`config.mk`:
```
export PLATFORM = sky130hd
export DESIGN_NAME = mapu_feeder
export DESIGN_NICKNAME = d
export VERILOG_FILES = /design/src/rtl/mapu_feeder.sv
export SDC_FILE = /design/constraint.sdc
export NUM_CORES = 1
export LEC_CHECK = 0
export ABC_AREA = 0
export ABC_CLOCK_PERIOD_IN_PS = 1500
export CAP_MARGIN = 20
export CORE_MARGIN = 2
export CORE_UTILIZATION = 40
export DETAILED_ROUTE_END_ITERATION = 8
export GPL_TIMING_DRIVEN = 1
export RECOVER_POWER = 50
export SETUP_SLACK_MARGIN = 0.1
export SKIP_CTS_REPAIR_TIMING = 1
export SLEW_MARGIN = 20
export SYNTH_ARGS = -nofsm -noshare
export SYNTH_HDL_FRONTEND = slang
export SYNTH_SLANG_ARGS = --single-unit
```
`constraint.sdc`:
```
create_clock -name clk -period 1.5 [get_ports clk]
set_input_delay 0.225 -clock clk [delete_from_list [all_inputs] [get_ports clk]]
set_output_delay 0.225 -clock clk [all_outputs]
set_load 0.005 [all_outputs]
```
`src/rtl/mapu_feeder.sv`:
```
// Host-side feeder for the Matrix APU: stages a 4x4 matrix element by element, queues up to
// two committed matrices with their opcodes and launches them one per valid/ready beat.
module mapu_feeder #(
    parameter int DATA_W = 8,
    parameter int OP_W   = 2,
    parameter int CNT_W  = 16
) (
    input  logic                  clk,
    input  logic                  reset_n,
    input  logic                  h_we,
    input  logic [3:0]            h_addr,
    input  logic [DATA_W-1:0]     h_wdata,
    input  logic                  h_commit,
    input  logic [OP_W-1:0]       h_op,
    input  logic                  h_enable,
    output logic                  h_full,
    output logic                  h_drop_err,
    input  logic                  h_err_clr,
    output logic [CNT_W-1:0]      h_sent,
    output logic                  m_en,
    output logic [OP_W-1:0]       m_op,
    output logic                  m_vld,
    input  logic                  m_rdy,
    output logic [4*DATA_W-1:0]   m_r0,
    output logic [4*DATA_W-1:0]   m_r1,
    output logic [4*DATA_W-1:0]   m_r2,
    output logic [4*DATA_W-1:0]   m_r3
);

    // Element i sits at bits [i*DATA_W +: DATA_W], so each row slice has column 0 in the LSBs.
    typedef logic [15:0][DATA_W-1:0] mat_t;

    typedef struct packed {
        logic [OP_W-1:0] op;
        mat_t            mat;
    } entry_t;

    typedef enum logic [1:0] {
        EMPTY = 2'd0,
        ONE   = 2'd1,
        FULL  = 2'd2
    } q_state_e;

    q_state_e         state_q, state_d;
    mat_t             stage_q, stage_d, stage_wr;
    entry_t           head_q, head_d, tail_q, tail_d;
    entry_t           new_entry;
    logic             vld_q, vld_d;
    logic             en_q;
    logic [CNT_W-1:0] sent_q;
    logic             drop_err_q, drop_err_d;
    logic             xfer, push, drop;

    assign xfer      = vld_q & m_rdy;
    assign push      = h_commit & ((state_q != FULL) | xfer);
    assign drop      = h_commit & (state_q == FULL) & ~xfer;
    assign new_entry = {h_op, stage_wr};

    // A write in the commit cycle is merged into the committed matrix.
    always_comb begin
        // NOTE: every always_comb output gets a default first so no path leaves it unassigned (no latch).
        stage_wr = stage_q;
        if (h_we) stage_wr[h_addr] = h_wdata;
        stage_d = h_commit ? '0 : stage_wr;
    end

    // Queue FSM: state register.
    always_ff @(posedge clk or negedge reset_n) begin
        // NOTE: sequential state uses non-blocking assignments so all registers update together.
        if (!reset_n) state_q <= EMPTY;
        else          state_q <= state_d;
    end

    // Queue FSM: next state.
    always_comb begin
        state_d = state_q;
        unique case (state_q)
            EMPTY:   if (push) state_d = ONE;
            ONE: begin
                if (push && !xfer)      state_d = FULL;
                else if (xfer && !push) state_d = EMPTY;
            end
            FULL:    if (xfer && !push) state_d = ONE;
            default: state_d = EMPTY;
        endcase
    end

    // Queue FSM: outputs.
    always_comb begin
        h_full = (state_q == FULL);
    end

    // Entry datapath: head is always entry 0; a pop shifts the tail forward.
    always_comb begin
        head_d = head_q;
        tail_d = tail_q;
        unique case (state_q)
            EMPTY: if (push) head_d = new_entry;
            ONE: begin
                if (push && xfer) head_d = new_entry;
                else if (push)    tail_d = new_entry;
            end
            FULL: begin
                if (xfer) begin
                    head_d = tail_q;
                    if (push) tail_d = new_entry;
                end
            end
            default: ;
        endcase
    end

    // Once raised, valid holds until accepted regardless of h_enable.
    always_comb begin
        if (vld_q && !m_rdy) vld_d = 1'b1;
        else                 vld_d = (state_d != EMPTY) && h_enable;
        if (drop)           drop_err_d = 1'b1;
        else if (h_err_clr) drop_err_d = 1'b0;
        else                drop_err_d = drop_err_q;
    end

    always_ff @(posedge clk or negedge reset_n) begin
        // NOTE: staging and entries are reset because reset must discard queued data, not just flags.
        if (!reset_n) begin
            stage_q    <= '0;
            head_q     <= '0;
            tail_q     <= '0;
            vld_q      <= 1'b0;
            en_q       <= 1'b0;
            sent_q     <= '0;
            drop_err_q <= 1'b0;
        end else begin
            stage_q    <= stage_d;
            head_q     <= head_d;
            tail_q     <= tail_d;
            vld_q      <= vld_d;
            en_q       <= h_enable;
            sent_q     <= xfer ? sent_q + 1'b1 : sent_q;
            drop_err_q <= drop_err_d;
        end
    end

    assign h_drop_err = drop_err_q;
    assign h_sent     = sent_q;
    assign m_en       = en_q;
    assign m_vld      = vld_q;
    assign m_op       = head_q.op;
    assign m_r0       = head_q.mat[3:0];
    assign m_r1       = head_q.mat[7:4];
    assign m_r2       = head_q.mat[11:8];
    assign m_r3       = head_q.mat[15:12];

endmodule

```
Word level (Yosys, flattened, before mapping)
Index checks and enable logic that the tools add are counted.
Widths: inputs -> output; s select.
{ "classes": {"addsub": 1, "reduce_logical": 16, "eq_ne": 7, "bitwise_logic": 6, "muxes": 21, "order_cmp": 2} }
{ "op_table": {"columns": ["cell", "n"], "rows": [
  ["$mux 130", 6],
  ["$pmux 130 s3", 1],
  ["$pmux 130 s2", 1],
  ["$mux 128", 2],
  ["$bwmux 128", 1],
  ["$demux 8 s4", 1],
  ["$add 16x1->16 const B", 1],
  ["$mux 2", 4],
  ["$mux 8", 1],
  ["$ne 2x2->1 const B", 4],
  ["$logic_and 1x1->1", 6],
  ["$pmux 2 s3", 1],
  ["$reduce_bool 2->1", 3],
  ["$lt 4x5->1 const B", 1],
  ["$and 1x1->1", 4],
  ["$ge 4x1->1 const B", 1],
  ["$reduce_and 4->1", 1],
  ["$logic_not 1->1", 3],
  ["$mux 1", 3],
  ["$reduce_and 3->1", 1],
  ["$reduce_bool 3->1", 1],
  ["$eq 2x1->1 const B", 1],
  ["$eq 2x2->1 const B", 1],
  ["$logic_not 2->1", 1],
  ["3 further kinds", 3]
]} }
{ "word_totals": {"reg_bits": 409, "out_inout_bits": 150, "elab_cells": 108, "in_bits": 21} }

Longest topological paths before layout
Gate-level depths: netlist of run 1.
{ "logic_depth": {"ltp_word": 11, "ltp_mapped": 7, "ltp_nobuf": 5} }

Worst setup path after synthesis of run 1
OpenSTA, ideal clock, no wires.
{ "synth_path": {"path_type": "reg-to-reg", "start": "reg sent_q[0] (netlist: h_sent[0])", "end": "reg sent_q[12] (netlist: h_sent[12])", "required_ps": 1421, "n_path_buf": 0, "path_stages_with_launch": 6, "setup_ps": 79, "slack_ps": -109, "synth_period_minus_slack_ps": 1609, "arrival_ps": 1530, "path_cell_list": "dfrtp_1 > ha_1 > nand3_1 > or4_4 > nor2_1 > xor2_1"} }
{ "synth_via": {"elab_chain_cells": 1} }
{ "synth_rtl": {"columns": ["item", "line_no", "source"], "rows": [
  ["from (decl)", "50", "logic [CNT_W-1:0] sent_q;"],
  ["from (signal assigned)", "138", "sent_q <= xfer ? sent_q + 1'b1 : sent_q;"],
  ["$add 16x1->16", "138", null]
]} }
No other way between the ends.
A chain may end at the register's enable or synchronous reset.

Final worst setup path of run 1
{ "layout_path": {"start": "reg state_q[0]", "end": "reg tail_q[22] (netlist bit)"} }
{ "layout_via": {"elab_chain_cells": 6, "word_cells_on_any_way": 14, "cone_classes": "eq/ne: 5; mux: 4; bitwise: 2; reduce/logical: 3"} }
{ "layout_rtl": {"columns": ["item", "line_no", "source"], "rows": [
  ["from (decl)", "44", "q_state_e state_q, state_d;"],
  ["from (signal assigned)", "71", "else state_q <= state_d;"],
  ["$ne 2x2->1", "55", "assign push = h_commit & ((state_q != FULL) | xfer);"],
  ["$or 1x1->1", "55", null],
  ["$and 1x1->1", "55", null],
  ["$mux 130 / $logic_and 1x1->1 (equally long branches)", null, null],
  ["$mux 130, or another cell as far along", null, null],
  ["$pmux 130 s2 / $reduce_and 3->1 (equally long branches)", null, null],
  ["to (signal assigned)", "135", "tail_q <= tail_d;"],
  ["to (decl)", "46", "entry_t head_q, head_d, tail_q, tail_d;"]
]} }
Parallel ways exist; a longest one is shown, timed or not. The select of a mux whose other input is x is not followed.

==> run metrics, run 1 <==
mapped cell area 16,900 um^2; footprint of the multi-input gates 6050 um^2; Power Total 32,800 uW; GRT Total Usage 20.9%; DR vias 12,600; Hold WC Path Type input port to flop; final worst slack -0.222 ns; ys async rst share 100%; Synth top cells by count dfrtp_1 (409), mux2i_1 (256), nand2_1 (139); Diodes inserted 0; clk_lat worst skew 0.57 ns; static leakage 0.0130 uW; top cells by area, synth dfrtp_1 (60%), mux2i_1 (15%), o211ai_1 (5.7%); worst slew pin tran 1.21 ns; critical path fanouts, max 8; pin count of the biggest net entering global routing 82; Worst slew margin 19.1%; status complete, but fails checks; IR drop worst, VDD 928 uV; clk slew on worst S/H paths 0.06 ns; HPWL after DPL 27,900 um; initial antenna violation count 0; PortBufs 170; htree depth 2; site row count 75; FILL cells 3,576; drt wl/cell 21.1 um; grt total ovfl 0; Residual DRC 0; clk_skew 0.0181 ns; Setup WS pre-CTS -0.649 ns; Crit Path Class flop to flop; Power Dens Cells 1390 nW/um^2; Synth cell types 38; Area Overhead vs Synth 39.1%; GP Congestion 0.746; prevailing post-synth register cell dfrtp_1; Placed Cells 2,224; uppermost routed layer met4; IO Pins 171; register area 10,200 um^2; ANT nets after route 0; Hold Vio Cnt, Final 0; Worst Setup Start Kind flop; post-synthesis instance total 1,506; drt via density 5.22; Die W 210 um; Crit path required time 1.93 ns; Routed WL 50,700 um; Synth Register Bits 409; most frequent cell after synthesis dfrtp_1; fin crit share 115%; routed length on met1 22,700 um; number of flops mapped to enable cells by yosys 0; CTS Buf Count 45; post-layout min period 1.72 ns; Fmax 581 MHz; yosys warns 0; clock tree buffer depth 3; first-pass GRT wire length 72,000 um; Die Area 44,000 um^2; Max Cap Viol 0; Initial Utilization 40.4%; final setup TNS -32.97 ns; clock root cell clkbuf_16; clock sink total 409; post-synthesis sequential area ratio 60.5%; Critical Path End Type flop; Mapped Nets 1,528; Core Footprint 41,900 um^2; RSZ-0062 raised after global routing yes; largest area contributor in the netlist dfrtp_1; share of layout cells above drive strength 1 21.9%; failing checks setup timing; NumNets Final 1,860; top cell type's share of synthesized area 60.5%; Die Height 210 um; met3 WL post-DR 2290 um; CTS tree done; vias in the first global route 12,600; Pre-antenna DRT Iters 5; met2 WL 24,600 um; final setup vio count 267; syn_area_per_cell 11.2 um^2; final slew viol count 0; Worst EP arrival 2.15 ns; post-route insts no fill 2,408; DR iter-0 viols 892
## logic make-up (layout without fill, tap and decap cells)
family	after synthesis	in the layout	share of synthesized area (%)
and+or+nand+nor	444	446	11.4
DFF	409	409	60.5
muxes	258	258	15.3
buffers and inverters	237	598	5.76
AOI/OAI and AO/OA	142	142	6.23
xor gates and xnor gates	15	15	0.776
adders and majority gates	1	1	0.0739
## flip-flops by register name (all words and copies together) (netlist names)
| signal | cells |
|---|---|
| h_drop_err | 1 |
| state_q | 2 |
| m_vld | 1 |
| m_r3 | 32 |
| tail_q | 130 |
| m_r2 | 32 |
| m_r0 | 32 |
| stage_q | 128 |
| m_op | 2 |
| m_r1 | 32 |
| h_sent | 16 |
| m_en | 1 |
## through the flow
| stage | util, % | instance area [um^2] | hold slack (ns) |
|---|---|---|---|
| floorplan | - | 17100 | -0.0706 |
| global placement | 48.6 | 20300 | 0.166 |
| detailed placement | 48.6 | 20300 | 0.166 |
| CTS | 52.0 | 21800 | -0.443 |
| global route | 56.2 | 23500 | 0.206 |
| finish | 56.2 | 23500 | 0.182 |
## report_power, final
| part | switching [uW] | internal [uW] |
|---|---|---|
| logic | 4340 | 4430 |
| clock network | 4510 | 6370 |
| registers | 849 | 12300 |
| total | 9700 | 23100 |
## layer usage
layer  GRT usage [%]  up-vias
li1                -     5755
met1            28.8     6475
met2            33.8      262
met3            4.10       68
met4            5.62        0
met5               0        -
## final cells by class
class	instances	area share, %
Clock inverter	14	0.563
Sequential cell	409	43.5
Timing Repair Buffer	383	19.6
Clock buffer	64	5.52
Tap cell	539	2.87
Multi-Input combinational cell	862	25.7
Inverter	137	2.20
## final timing paths
path	start	endpoint	slack [ns]	depth (start not counted)
max in group asynchronous	reset_n	stage_q[103]	0.02	3
max	state_q[0]	tail_q[22]	-0.22	8
max reg2reg	state_q[0]	tail_q[22]	-0.22	8
min in group asynchronous	reset_n	tail_q[41]	0.44	2
min reg2reg	h_sent[15]	h_sent[15]	0.48	1
min	h_commit	stage_q[4]	0.18	3
## worst max-delay path: stages, from the launching register on
cell and delay (ns):
dfrtp_1 0.42, nand2b_4 0.17, buf_6 0.12, nor2_4 0.14, o21ai_4 0.11, buf_12 0.15
clkbuf_16 0.17, clkbuf_16 0.18, mux2i_1 0.12
## layout by cell type (no fill, tap or decap), drive strengths merged, types with 3 or more instances in the layout
master	count
clkbuf	138
nand4	6
inv	139
dlymetal6s2s	104
xor2	4
clkdlybuf4s50	14
dfrtp	409
xnor2	11
a21oi	3
o22ai	3
nor2	147
nand2b	6
mux2i	256
clkinv	9
buf	189
nand2	142
o211ai	128
nand3	132
Note: power is estimated with default switching activity, not from simulation.
==> run 2, diff against run 1 <==
--- a/config.mk
+++ b/config.mk
@@ -6,7 +6,7 @@
 export NUM_CORES = 1
 export LEC_CHECK = 0
 export ABC_AREA = 0
-export ABC_CLOCK_PERIOD_IN_PS = 1500
+export ABC_CLOCK_PERIOD_IN_PS = 2000
 export CAP_MARGIN = 20
 export CORE_MARGIN = 2
 export CORE_UTILIZATION = 40
==> constraint.sdc (replaced) <==
create_clock -name clk -period 2 [get_ports clk]
set_input_delay 0.3 -clock clk [delete_from_list [all_inputs] [get_ports clk]]
set_output_delay 0.3 -clock clk [all_outputs]
set_load 0.005 [all_outputs]
==> run 2 against run 1 <==
The flow now finishes without violations. Non-clock buffer count shrank 117. Sequential cell count is the same. Routed wire length shrank 13%. Die area unchanged. Clock power down 27%. Critical path type is now flop to output pin. Largest power group unchanged.
==> run metrics, run 2 (synthesis results as in run 1) <==
ANT nets after route 0 (unchanged); most common cell after layout, fill and taps aside dfrtp_1; Crit path required time 1.70 ns (-0.23 ns); Worst Hold End tail_q[122]; max reg flops 130 (unchanged); Worst Setup Start Kind flop; delay-heaviest family, CP buffers and inverters; crit-path max cell delay 0.65 ns (+0.23 ns); pin count of the biggest net entering global routing 134 (+63%); grt total ovfl 0 (unchanged); RR Startpoint h_sent[0]; Crit Path Class flop to output pin; Die Area 44,000 um^2 (unchanged); final slew viol count 0 (unchanged); worst slew pin tran 1.27 ns (+0.0533 ns); RSZ-0062 raised after global routing no; R2R Setup Slk 0.31 ns (+0.53 ns); clk_skew 0.0163 ns (-0.00180 ns); hold depth 4 (+1); clock root cell clkbuf_16; origin of the worst min-delay path h_commit; Die W 210 um (unchanged); Critical Path End Type output pin; DR iter-0 viols 673 (-25%); most frequent cells in the layout dfrtp_1 (407), mux2i_1 (256), clkdlybuf4s50_1 (165), nor2_1 (144), nand2_1 (138); DR vias 11,800 (-6.4%); initial antenna violation count 1 (+1); clock sink total 409 (unchanged); Fin Hold WS 0.287 ns (+0.105 ns); Hold Vio Cnt, Final 0 (unchanged); Routed WL 44,000 um (-13%); Pre-antenna DRT Iters 5 (unchanged); drt wl/cell 19.2 um (-8.8%); Initial Utilization 40.4% (unchanged); IO Pins 171 (unchanged); NumNets Final 1,740 (-6.5%); Worst EP arrival 1.54 ns (-0.61 ns); Max Cap Viol 0 (unchanged); drt via density 5.13 (-1.6%); Worst slew margin 15.6% (-3.6 points); critical path fanouts, max 2 (-6); IR drop worst, VDD 646 uV (-30%); Die Height 210 um (unchanged); first-pass GRT wire length 70,300 um (-2.3%); clk slew on worst S/H paths 0.06 ns (about the same); Largest Register tail_q; final setup vio count 0 (-100%); Post-Layout Inst Area 21,600 um^2 (-8.2%); Fmax 545 MHz; clk_lat worst skew 0.55 ns (-0.02 ns); Area Overhead vs Synth 27.7%; Core Footprint 41,900 um^2 (unchanged); Worst path slowest cell clkdlybuf4s50_1; htree depth 2 (unchanged); largest registers tail_q x130, stage_q x128; crit path cell chain clkdlybuf4s50_1; PortBufs 170 (unchanged); Hold WC Path Type input port to flop; HPWL after DPL 27,000 um (-3.2%); CTS tree done; post-layout min period 1.84 ns; FF-to-FF End h_sent[12]; Power Dens Cells 1050 nW/um^2 (-24%); GP Congestion 0.746 (about the same); clock tree buffer depth 3 (unchanged); CTS Buf Count 44 (-2.2%); WP buf/inv 1 (-3); site row count 75 (unchanged); FF-to-FF path depth 5 (-3); share of layout cells above drive strength 1 9.77% (-12 points); final setup TNS 0 ns (+32.97 ns); DP Area 20,200 um^2 (-0.49%); status completed; GRT Total Usage 20.3% (-0.54 points); Residual DRC 0 (unchanged); vias in the first global route 12,400 (-1.7%); fin crit share 91.8%; static leakage 0.0103 uW (-21%)
run 2: worst max-delay path by stage:
stage / start / endpoint / slack, ns / cells after the start
after floorplan: h_sent[0] / h_sent[12] / 0.39 / 5
after global placement: h_addr[1] / m_r0[10] / -0.14 / 6
after detailed placement: h_addr[1] / m_r0[8] / -0.18 / 6
after CTS: state_q[0] / h_full / -0.19 / 3
after global routing: reset_n / m_r0[15] / 0.06 / 4
final: m_r2[7] / m_r2[7] / 0.16 / 1
run 2: per-layer routing:
layer  up-vias  part of all wire (%)  global-route usage (%)
li1       5504                     -                       -
met1      5994                    46                    28.2
met2       206                    48                    33.8
met3        50                   3.9                    2.86
met4         0                   1.8                    5.14
met5         -                     0                       0
run 2: final cells by class:
type	instances	area, um^2
inverters	137	514
well taps	539	674
clock buffers	66	1290
repair buffers	266	3050
diodes	1	2.50
multi-input cells	860	5730
flip-flops and latches	409	10200
fillers	3751	20200
clock inverters	12	113
run 2: stage by stage:
step           power, uW  instances  setup WS (ns)  utilization [%]
3_3_place_gp       14900       2210         -0.137             48.4
4_1_cts            23100       2288         -0.189             51.7
6_report           22800       2290          0.164             51.6
2_1_floorplan      12200       1506          0.391                -
5_1_grt            23800       2290         0.0566             51.6
3_5_place_dp       15000       2210         -0.183             48.4
run 2: power by group:
group          leakage, uW  switching (uW)  internal (uW)
Sequential         0.00564             658           9240
Clock             0.000697            3280           4720
Combinational      0.00392            2490           2380
Total               0.0103            6430          16300
==> run 3, diff against run 2 <==
--- a/config.mk
+++ b/config.mk
@@ -5,13 +5,12 @@
 export SDC_FILE = /design/constraint.sdc
 export NUM_CORES = 1
 export LEC_CHECK = 0
-export ABC_AREA = 0
+export ABC_AREA = 1
 export ABC_CLOCK_PERIOD_IN_PS = 2000
-export CAP_MARGIN = 20
 export CORE_MARGIN = 2
 export CORE_UTILIZATION = 40
 export DETAILED_ROUTE_END_ITERATION = 8
-export GPL_TIMING_DRIVEN = 1
+export GPL_TIMING_DRIVEN = 0
 export RECOVER_POWER = 50
 export SETUP_SLACK_MARGIN = 0.1
 export SKIP_CTS_REPAIR_TIMING = 1
==> run 3 against run 2 <==
Count of clock-buffer cells in the layout fell by 2. Cell count rose by 36%. First-iteration DRC count rose by 140%. Global-route usage rose by 3.5 points. Fmax fell by 4.3%. Via count rose by 34%. Clock power rose by 3.6%. Critical path type unchanged. Largest power group unchanged.
==> run metrics, run 3 <==
Mapped Nets 2,286 (+50%); grt total ovfl 0 (unchanged); hold depth 3 (-1); Worst Hold End state_q[0]; Synth cell types 28 (-26%); vias in the first global route 15,100 (+22%); Initial Utilization 40.5% (+0.070 points); Hold WC Path Type input port to flop; Crit Path Class flop to output pin; RR Startpoint m_vld; R2R Setup Slk 0.13 ns (-0.18 ns); Worst slew margin 38.9% (+23 points); drt via density 5.04 (-1.8%); yosys warns 0 (unchanged); PortBufs 168 (-1.2%); Post-Layout Inst Area 22,300 um^2 (+3.0%); largest registers tail_q x130, stage_q x128; most frequent cells in the layout nand2_1 (903), dfrtp_1 (404), nor2_1 (309), o21ai_0 (186), clkdlybuf4s50_1 (159); DR iter-0 viols 1,616 (+140%); Power Dens Cells 1320 nW/um^2 (+26%); Max Cap Viol 0 (unchanged); most common cell after layout, fill and taps aside nand2_1; Synth Register Bits 409 (unchanged); Worst Setup Start Kind flop; HPWL after DPL 37,900 um (+40%); Die W 216 um (+2.8%); ANT nets after route 0 (unchanged); clock sink total 409 (unchanged); clock root cell clkbuf_16; CTS Buf Count 45 (+2.3%); site row count 77 (+2.7%); top cell type's share of synthesized area 57.2% (-3.3 points); clk slew on worst S/H paths 0.06 ns (about the same); origin of the worst min-delay path h_commit; status completed; crit-path max cell delay 0.47 ns (-0.18 ns); Pre-antenna DRT Iters 6 (+1); pin count of the biggest net entering global routing 100 (-25%); final setup vio count 0 (unchanged); number of flops mapped to enable cells by yosys 0 (unchanged); IO Pins 171 (unchanged); Largest Register tail_q; prevailing post-synth register cell dfrtp_1; htree depth 2 (unchanged); IR drop worst, VDD 612 uV (-5.3%); most frequent cell after synthesis nand2_1; crit path cell chain buf_4 > clkdlybuf4s50_1; largest area contributor in the netlist dfrtp_1; FF-to-FF End tail_q[52]; share of layout cells above drive strength 1 7.67% (-2.1 points); initial antenna violation count 4 (+3); Crit path required time 1.70 ns (about the same); final slew viol count 0 (unchanged); RSZ-0062 raised after global routing yes; critical path fanouts, max 3 (+1); top cells by area, synth dfrtp_1 (57%), nand2_1 (19%), nor2_1 (6.6%); Power Total 29,400 uW (+29%); Die Area 46,500 um^2 (+5.7%); Fmax 522 MHz (-4.3%); post-synthesis instance total 2,264 (+50%); syn_area_per_cell 7.91 um^2 (-30%); Worst path slowest cell clkdlybuf4s50_1; clk_skew 0.0276 ns (+0.0112 ns); Die Height 216 um (+2.8%); worst slew pin tran 0.917 ns (-0.350 ns); CTS tree done; post-synthesis sequential area ratio 57.2% (-3.3 points); static leakage 0.0119 uW (+16%); Residual DRC 0 (unchanged); first-pass GRT wire length 86,400 um (+23%); Routed WL 55,300 um (+26%); FF-to-FF path depth 9 (+4); clk_lat worst skew 0.58 ns (+0.03 ns); NumNets Final 2,520 (+45%); Area Overhead vs Synth 24.3%; DP Area 20,500 um^2 (+1.1%); GRT Total Usage 23.9% (+3.5 points); ys async rst share 100% (unchanged); Hold Vio Cnt, Final 0 (unchanged); Core Footprint 44,200 um^2 (+5.7%); post-layout min period 1.92 ns (+0.0818 ns); Synth top cells by count nand2_1 (905), dfrtp_1 (409), nor2_1 (316); drt wl/cell 17.7 um (-7.8%); delay-heaviest family, CP buffers and inverters; fin crit share 95.9% (+4.1 points); Worst EP arrival 1.62 ns (+0.08 ns); Critical Path End Type output pin; mapped cell area 17,900 um^2 (+5.8%); max reg flops 130 (unchanged); clock tree buffer depth 3 (unchanged); GP Congestion 0.847 (+14%); WP buf/inv 2 (+1); DR vias 15,700 (+34%)
-- run 3: cell families after synthesis --
logic type | synth area share [%]
AOI/OAI and AO/OA | 7.73
xor gates and xnor gates | 0.440
buffers and inverters | 5.74
DFF | 57.2
and+or+nand+nor | 28.9
adders and majority gates | 0.0699
-- run 3: worst register-to-register path: stages, from the launching register on --
cell      delay [ns]
dfrtp_2         0.43
nand2_4         0.15
nand2_1         0.10
nand2_1         0.16
nand3_4         0.17
buf_12          0.21
inv_2           0.06
buf_6           0.14
clkbuf_4        0.21
o21ai_0         0.10
-- run 3: stage by stage --
step | setup TNS, ns | cells | hold slack (ns) | utilization, % | setup WS [ns]
after floorplan | 0 | 2264 | 0.00441 | - | 0.426
after global placement | -7394.39 | 3024 | 0.463 | 46.0 | -17.72
after detailed placement | -180.18 | 3029 | 0.373 | 46.3 | -0.684
after CTS | -46.92 | 3106 | -0.253 | 49.6 | -0.858
after global routing | 0 | 3121 | 0.284 | 50.3 | 0.0263
final | 0 | 3122 | 0.269 | 50.3 | 0.0826
-- run 3: per-layer routing --
| layer | share of wire [%] | routed length (um) | GRT usage, % | vias up |
|---|---|---|---|---|
| met5 | 0.049 | 27 | 0 | - |
| met4 | 3.0 | 1690 | 8.67 | 4 |
| met3 | 7.0 | 3850 | 3.93 | 102 |
| met2 | 44 | 24500 | 36.0 | 538 |
| met1 | 46 | 25300 | 34.7 | 7589 |
| li1 | - | - | - | 7510 |
-- run 3: area by class of cell --
class	instances	area (um^2)
fillers	4249	22000
flip-flops and latches	409	10200
multi-input cells	1604	6710
repair buffers	187	1900
clock buffers	64	1310
well taps	592	741
plain buffers	123	717
inverters	128	497
clock inverters	13	140
diodes	2	5.00
-- run 3: how the worst max path moves through the flow --
stage | start | to | slack [ns] | cells past startpoint
detailed placement | m_rdy | m_r0[6] | -0.68 | 11
global placement | reset_n | m_r0[20] | -17.72 | 1
floorplan | m_vld | tail_q[123] | 0.43 | 9
global route | h_addr[2] | tail_q[77] | 0.03 | 8
CTS | state_q[0] | h_full | -0.86 | 5
finish | m_vld | m_vld | 0.08 | 2
-- run 3: power by group --
| part | leakage [uW] | switching, uW | total (uW) | internal, uW |
|---|---|---|---|---|
| Combinational | 0.00561 | 5700 | 10000 | 4300 |
| Clock | 0.000707 | 3480 | 8280 | 4800 |
| Sequential | 0.00555 | 1080 | 11100 | 10100 |
